[src/rtl/lsu_align_unit.sv]
// Load/store alignment unit: sub-word extraction, sign/zero extension and byte
// strobes. Misaligned accesses are either split into two aligned bus beats or
// reported as faults.
//
// state | meaning
// IDLE  | ready for a new request
// BEAT0 | first (or only) aligned bus beat in flight
// BEAT1 | second beat of a split misaligned access
// RESP  | one-cycle completion pulse
module lsu_align_unit #(
  parameter int XLEN             = 32,
  parameter bit MISALIGNED_SPLIT = 1'b1
) (
  input  logic              clk,
  input  logic              rst,
  input  logic              req_valid,
  output logic              req_ready,
  input  logic [3:0]        req_op,
  input  logic [XLEN-1:0]   req_addr,
  input  logic [XLEN-1:0]   req_wdata,
  output logic              resp_valid,
  output logic [XLEN-1:0]   resp_rdata,
  output logic              resp_fault,
  output logic              mem_req,
  output logic              mem_we,
  output logic [XLEN-1:0]   mem_addr,
  output logic [XLEN-1:0]   mem_wdata,
  output logic [XLEN/8-1:0] mem_wstrb,
  input  logic              mem_ack,
  input  logic [XLEN-1:0]   mem_rdata
);

  localparam int B  = XLEN / 8;
  localparam int OW = $clog2(B);

  localparam logic [3:0] OP_LB  = 4'd0;
  localparam logic [3:0] OP_LH  = 4'd1;
  localparam logic [3:0] OP_LW  = 4'd2;
  localparam logic [3:0] OP_LBU = 4'd3;
  localparam logic [3:0] OP_LHU = 4'd4;
  localparam logic [3:0] OP_SB  = 4'd5;
  localparam logic [3:0] OP_SH  = 4'd6;
  localparam logic [3:0] OP_SW  = 4'd7;
  localparam logic [3:0] OP_NONE = 4'd8;
  localparam logic [3:0] OP_LD  = 4'd9;
  localparam logic [3:0] OP_LWU = 4'd10;
  localparam logic [3:0] OP_SD  = 4'd11;

  typedef enum logic [1:0] {IDLE, BEAT0, BEAT1, RESP} state_t;

  state_t state, state_nxt;

  logic [3:0]      op_q;
  logic [XLEN-1:0] addr_q;
  logic [XLEN-1:0] wdata_q;
  logic [XLEN-1:0] beat0_q;
  logic [XLEN-1:0] rdata_q;
  logic [3:0]      size_q;
  logic            split_q;
  logic            fault_q;

  logic [3:0]      req_size;
  logic            req_illegal;
  logic            req_mis;
  logic [OW-1:0]   off_q;
  logic            store_q;
  logic [XLEN-1:0] addr_aligned;

  logic [2*XLEN-1:0] wide_data;
  logic [2*B-1:0]    strb_mask;
  logic [2*B-1:0]    wide_strb;
  logic [2*XLEN-1:0] beats;
  logic [XLEN-1:0]   raw;
  logic [XLEN-1:0]   load_result;

  // Decode the incoming request: access size, legality and misalignment.
  always_comb begin
    req_size    = 4'd0;
    req_illegal = 1'b0;
    case (req_op)
      OP_LB, OP_LBU, OP_SB:  req_size = 4'd1;
      OP_LH, OP_LHU, OP_SH:  req_size = 4'd2;
      OP_LW, OP_LWU, OP_SW:  req_size = 4'd4;
      OP_LD, OP_SD:          req_size = 4'd8;
      OP_NONE:               req_size = 4'd0;
      default:               req_illegal = 1'b1;
    endcase
    // 64-bit ops do not exist on a 32-bit datapath
    if (XLEN == 32 && (req_op == OP_LD || req_op == OP_LWU || req_op == OP_SD)) begin
      req_illegal = 1'b1;
      req_size    = 4'd0;
    end
    req_mis = (5'(req_addr[OW-1:0]) + 5'(req_size)) > 5'(B);
  end

  // State register; reset aborts any in-flight access.
  always_ff @(posedge clk or posedge rst) begin
    if (rst) state <= IDLE;
    else     state <= state_nxt;
  end

  // Next-state and handshake outputs.
  always_comb begin
    state_nxt  = state;
    req_ready  = 1'b0;
    mem_req    = 1'b0;
    resp_valid = 1'b0;
    case (state)
      IDLE: begin
        req_ready = 1'b1;
        if (req_valid) begin
          if (req_illegal || req_op == OP_NONE || (req_mis && !MISALIGNED_SPLIT))
            state_nxt = RESP;
          else
            state_nxt = BEAT0;
        end
      end
      BEAT0: begin
        mem_req = 1'b1;
        if (mem_ack) state_nxt = split_q ? BEAT1 : RESP;
      end
      BEAT1: begin
        mem_req = 1'b1;
        if (mem_ack) state_nxt = RESP;
      end
      RESP: begin
        resp_valid = 1'b1;
        state_nxt  = IDLE;
      end
      default: state_nxt = IDLE;
    endcase
  end

  // Lane placement for stores and byte-shifted assembly for loads. Stores are
  // positioned in a double-width window so the upper half is the second beat.
  always_comb begin
    off_q        = addr_q[OW-1:0];
    store_q      = (op_q == OP_SB) || (op_q == OP_SH) || (op_q == OP_SW) || (op_q == OP_SD);
    addr_aligned = {addr_q[XLEN-1:OW], {OW{1'b0}}};
    wide_data    = {{XLEN{1'b0}}, wdata_q} << {off_q, 3'b000};
    strb_mask    = ((2*B)'(1) << size_q) - (2*B)'(1);
    wide_strb    = strb_mask << off_q;
    beats        = (state == BEAT1) ? {mem_rdata, beat0_q} : {{XLEN{1'b0}}, mem_rdata};
    raw          = XLEN'(beats >> {off_q, 3'b000});
    case (op_q)
      OP_LB:   load_result = XLEN'($signed(raw[7:0]));
      OP_LBU:  load_result = XLEN'(raw[7:0]);
      OP_LH:   load_result = XLEN'($signed(raw[15:0]));
      OP_LHU:  load_result = XLEN'(raw[15:0]);
      OP_LW:   load_result = XLEN'($signed(raw[31:0]));
      OP_LWU:  load_result = XLEN'(raw[31:0]);
      OP_LD:   load_result = raw;
      default: load_result = '0;
    endcase
  end

  // Bus-side outputs are zero outside the beat states.
  always_comb begin
    mem_we    = mem_req && store_q;
    mem_addr  = '0;
    mem_wdata = '0;
    mem_wstrb = '0;
    if (state == BEAT0) begin
      mem_addr = addr_aligned;
      if (store_q) begin
        mem_wdata = wide_data[XLEN-1:0];
        mem_wstrb = wide_strb[B-1:0];
      end
    end else if (state == BEAT1) begin
      mem_addr = addr_aligned + XLEN'(B);
      if (store_q) begin
        mem_wdata = wide_data[2*XLEN-1:XLEN];
        mem_wstrb = wide_strb[2*B-1:B];
      end
    end
    resp_rdata = (state == RESP) ? rdata_q : '0;
    resp_fault = (state == RESP) && fault_q;
  end

  // Request latch, first-beat capture and result register.
  always_ff @(posedge clk or posedge rst) begin
    if (rst) begin
      op_q    <= 4'd0;
      addr_q  <= '0;
      wdata_q <= '0;
      beat0_q <= '0;
      rdata_q <= '0;
      size_q  <= 4'd0;
      split_q <= 1'b0;
      fault_q <= 1'b0;
    end else begin
      if (state == IDLE && req_valid) begin
        op_q    <= req_op;
        addr_q  <= req_addr;
        wdata_q <= req_wdata;
        size_q  <= req_size;
        split_q <= req_mis;
        fault_q <= req_illegal || (req_mis && !MISALIGNED_SPLIT);
        rdata_q <= '0;
      end
      if (state == BEAT0 && mem_ack) beat0_q <= mem_rdata;
      if ((state == BEAT0 && mem_ack && !split_q) || (state == BEAT1 && mem_ack))
        rdata_q <= load_result;
    end
  end

endmodule

[config.mk]
export PLATFORM = sky130hd
export DESIGN_NAME = lsu_align_unit
export DESIGN_NICKNAME = d
export VERILOG_FILES = /design/src/rtl/lsu_align_unit.sv
export SDC_FILE = /design/constraint.sdc
export NUM_CORES = 1
export LEC_CHECK = 0
export CORE_UTILIZATION = 56
export DETAILED_ROUTE_END_ITERATION = 7
export PLACE_DENSITY = 0.95
export SLEW_MARGIN = 20
export SYNTH_ARGS = -nofsm -noshare
export SYNTH_HDL_FRONTEND = slang
export SYNTH_SLANG_ARGS = --single-unit
[constraint.sdc]
create_clock -name clk -period 12.3 [get_ports clk]
set_input_delay 1.845 -clock clk [delete_from_list [all_inputs] [get_ports clk]]
set_output_delay 1.845 -clock clk [all_outputs]
set_load 0.05 [all_outputs]
==> flow_summary.toml <==
[global_routing]
grt_pass1_wl_um = 40800
grt_util_all_layers_pct = 31.5
antenna_found_initial = 0
gr-total-overflow = 0
grt_pass1_vias = 7858
grt_max_degree = 86

[route]
drt_iter0_markers = 835
route.met3.wl_um = 1960
ant_nets = 0
drtPass1Iterations = 5
drc = 0
wl_met1_um = 10200
via_count = 8125
wl_met2_um = 12900
wirelength_um = 26000
wl_per_cell_um = 20.0
top_layer_used = "met4"
vias_per_cell = 6.26

[outcome]
status = "finished clean"

[timing]
period_share_pct = 47.8
finalHoldViolations = 0
report.final.slew_viol_count = 0
rsz0062_at_grt = "no"
max_freq_mhz = 170
skew_ns = 0.00671
hold-worst-slack_ns = 0.477
finalSetupViolCount = 0
slew_headroom_pct = 27.9
min_period_ns = 5.88
worstMarginPinSlew_ns = 1.08
setup_tns_ns = 0
postLayoutSetupSlackWorst_ns = 6.42

[yosys]
synth.distinct_cells = 68
ys.flop_type = "dfrtp_1"
ys_seq_area_share_pct = 37.9
synth-edff-count = 0
async_flop_share_pct = 100
ys_warn_count = 0
synth_cells = 912
synth.area.top_cells = "dfrtp_1, mux2_2, mux2i_1"
yosysTopAreaCellShare_pct = 37.9
ys_ff_latch = 140
synth_top_area_cell = "dfrtp_1"
syn_avg_cell_area_um2 = 10.1
syn_area_mm2 = 0.00924

[finish]
fin_nets = 1183
final_area_mm2 = 0.0119
syn_to_final_growth_pct = 28.4
diodes = 0
post_route_cells_drive_above_1_share_pct = 19.0
n_fill_cell = 1091
final_cell_mix = "clkdlybuf4s50_1, dfrtp_1, mux2_2"
fin_util_pct = 74.2
layout_commonest_cell = "clkdlybuf4s50_1"

[critical_path]
r2r-start = "addr_q[1]$_DFFE_PP0P_"
crit_type = "flop to output pin"
path_max_fanout = 66
required_ns = 10.45
critPathArrivalTime_ns = 4.03
startpoint_type = "flop"
cp-end-kind = "output pin"
critPathLaunch = "addr_q[1]$_DFFE_PP0P_"

[clock_network]
clkTransAtPathRegs_ns = 0.06
htree_levels = 4
ctsResizeCount = 0
cts_buffers = 17
postCtsSetupBuffers = 0
cts.sinks = 140
clock_latency_ns = 0.44
tritoncts = "built"
cts_hold_buf = 0
clk_path_buf_depth = 2
ctsRootBufferMaster = "clkbuf_16"

[power]
cellPowerDensity_mw_per_mm2 = 290
p_leak_nw = 4.77
p_int_mw = 1.83
combinationalPowerShare_pct = 57.6
seqPwrFrac_pct = 27.0
switching_share_pct = 46.7
power.share.clock_pct = 15.4
ir_worst_vdd_v = 0.000196
p_sw_mw = 1.61

[die]
die_h_um = 130
start_util_pct = 57.8
die_w_um = 130
coreArea_mm2 = 0.0160
io_pins = 209
dieArea_mm2 = 0.0170
fp-row-count = 46

[hold_path]
hp-class = "flop to flop"
holdCritStartpoint = "rdata_q[3]$_DFFE_PP0P_"

[flow_run]
drv_cap = 0

[placed_design]
gp_congestion = 0.877
portBuffers = 206
dp_hpwl_um = 17500
dpl_worst_slack_ns = 6.98
placed_area_mm2 = 0.0113
## worst paths after layout
kind,end,slack (ns),cells past startpoint
max,mem_wstrb[3],6.42,6
min,rdata_q[3]$_DFFE_PP0P_,0.48,2
max reg2reg,rdata_q[27]$_DFFE_PP0P_,8.99,6
min reg2reg,rdata_q[3]$_DFFE_PP0P_,0.48,2
max in group asynchronous,addr_q[6]$_DFFE_PP0P_,9.17,3
min in group asynchronous,beat0_q[6]$_DFFE_PP0P_,1.92,2
## cell type report
class / instances / area, µm² / area share [%]
Clock buffer: 21 / 460 / 3.88
Multi-Input combinational cell: 677 / 5290 / 44.6
Timing Repair Buffer: 213 / 2110 / 17.8
Inverter: 21 / 83.8 / 0.706
Clock inverter: 10 / 140 / 1.18
Tap cell: 216 / 270 / 2.28
Sequential cell: 140 / 3510 / 29.6
## per-layer routing
metal  global-route usage, %  vias to the layer above
li1                        -                     3617
met1                    39.3                     3949
met2                    52.2                      470
met3                    6.35                       89
met4                    15.5                        0
met5                       0                        -
## synthesized netlist by cell type (all sizes together) (14+ instances only)
cell type / number
nand2: 44
mux4: 15
clkbuf: 27
nor2: 77
inv: 20
nand4: 14
mux2i: 66
o21ai: 53
nand3: 14
a21oi: 54
dfrtp: 140
a221o: 23
buf: 48
and2: 38
xor2: 22
mux2: 118
nor3: 25
## metrics by stage
step,power [mW],std cells
after floorplan,2.38,913
after global placement,2.79,1267
after detailed placement,2.87,1267
after CTS,3.42,1298
after global routing,3.62,1298
final,3.44,1298
## critical path, cell delays in order (launching register included)
cell and delay (ns):
dfrtp_2 0.34, buf_4 0.56, clkinv_1 0.90, o21ai_0 0.37
o21ba_2 0.19, nor3_1 0.32, clkdlybuf4s50_1 0.88
## power groups by stage
stage / clock, mW / combinational (mW) / sequential [mW]
after floorplan: 0 / 1.57 / 0.806
after global placement: 0 / 1.89 / 0.897
after detailed placement: 0 / 1.94 / 0.922
after CTS: 0.534 / 1.97 / 0.920
after global routing: 0.553 / 2.11 / 0.957
final: 0.529 / 1.98 / 0.929
## state kept, by name, indices dropped and copies added, names as in the netlist
register  cells
addr_q       32
rdata_q      32
beat0_q      32
wdata_q      32
state         2
fault_q       1
op_q          4
size_q        4
split_q       1
## cells by family after synthesis
group | synth area share, %
AND/OR/NAND/NOR | 14.7
multiplexers | 25.2
AO/OA/AOI/OAI | 13.1
flip-flops | 37.9
buffers and inverters | 5.16
XOR/XNOR | 2.65
adder cells (fa/ha/maj) | 1.30
other | 0.0406
Power figures use the tool's default switching activity.
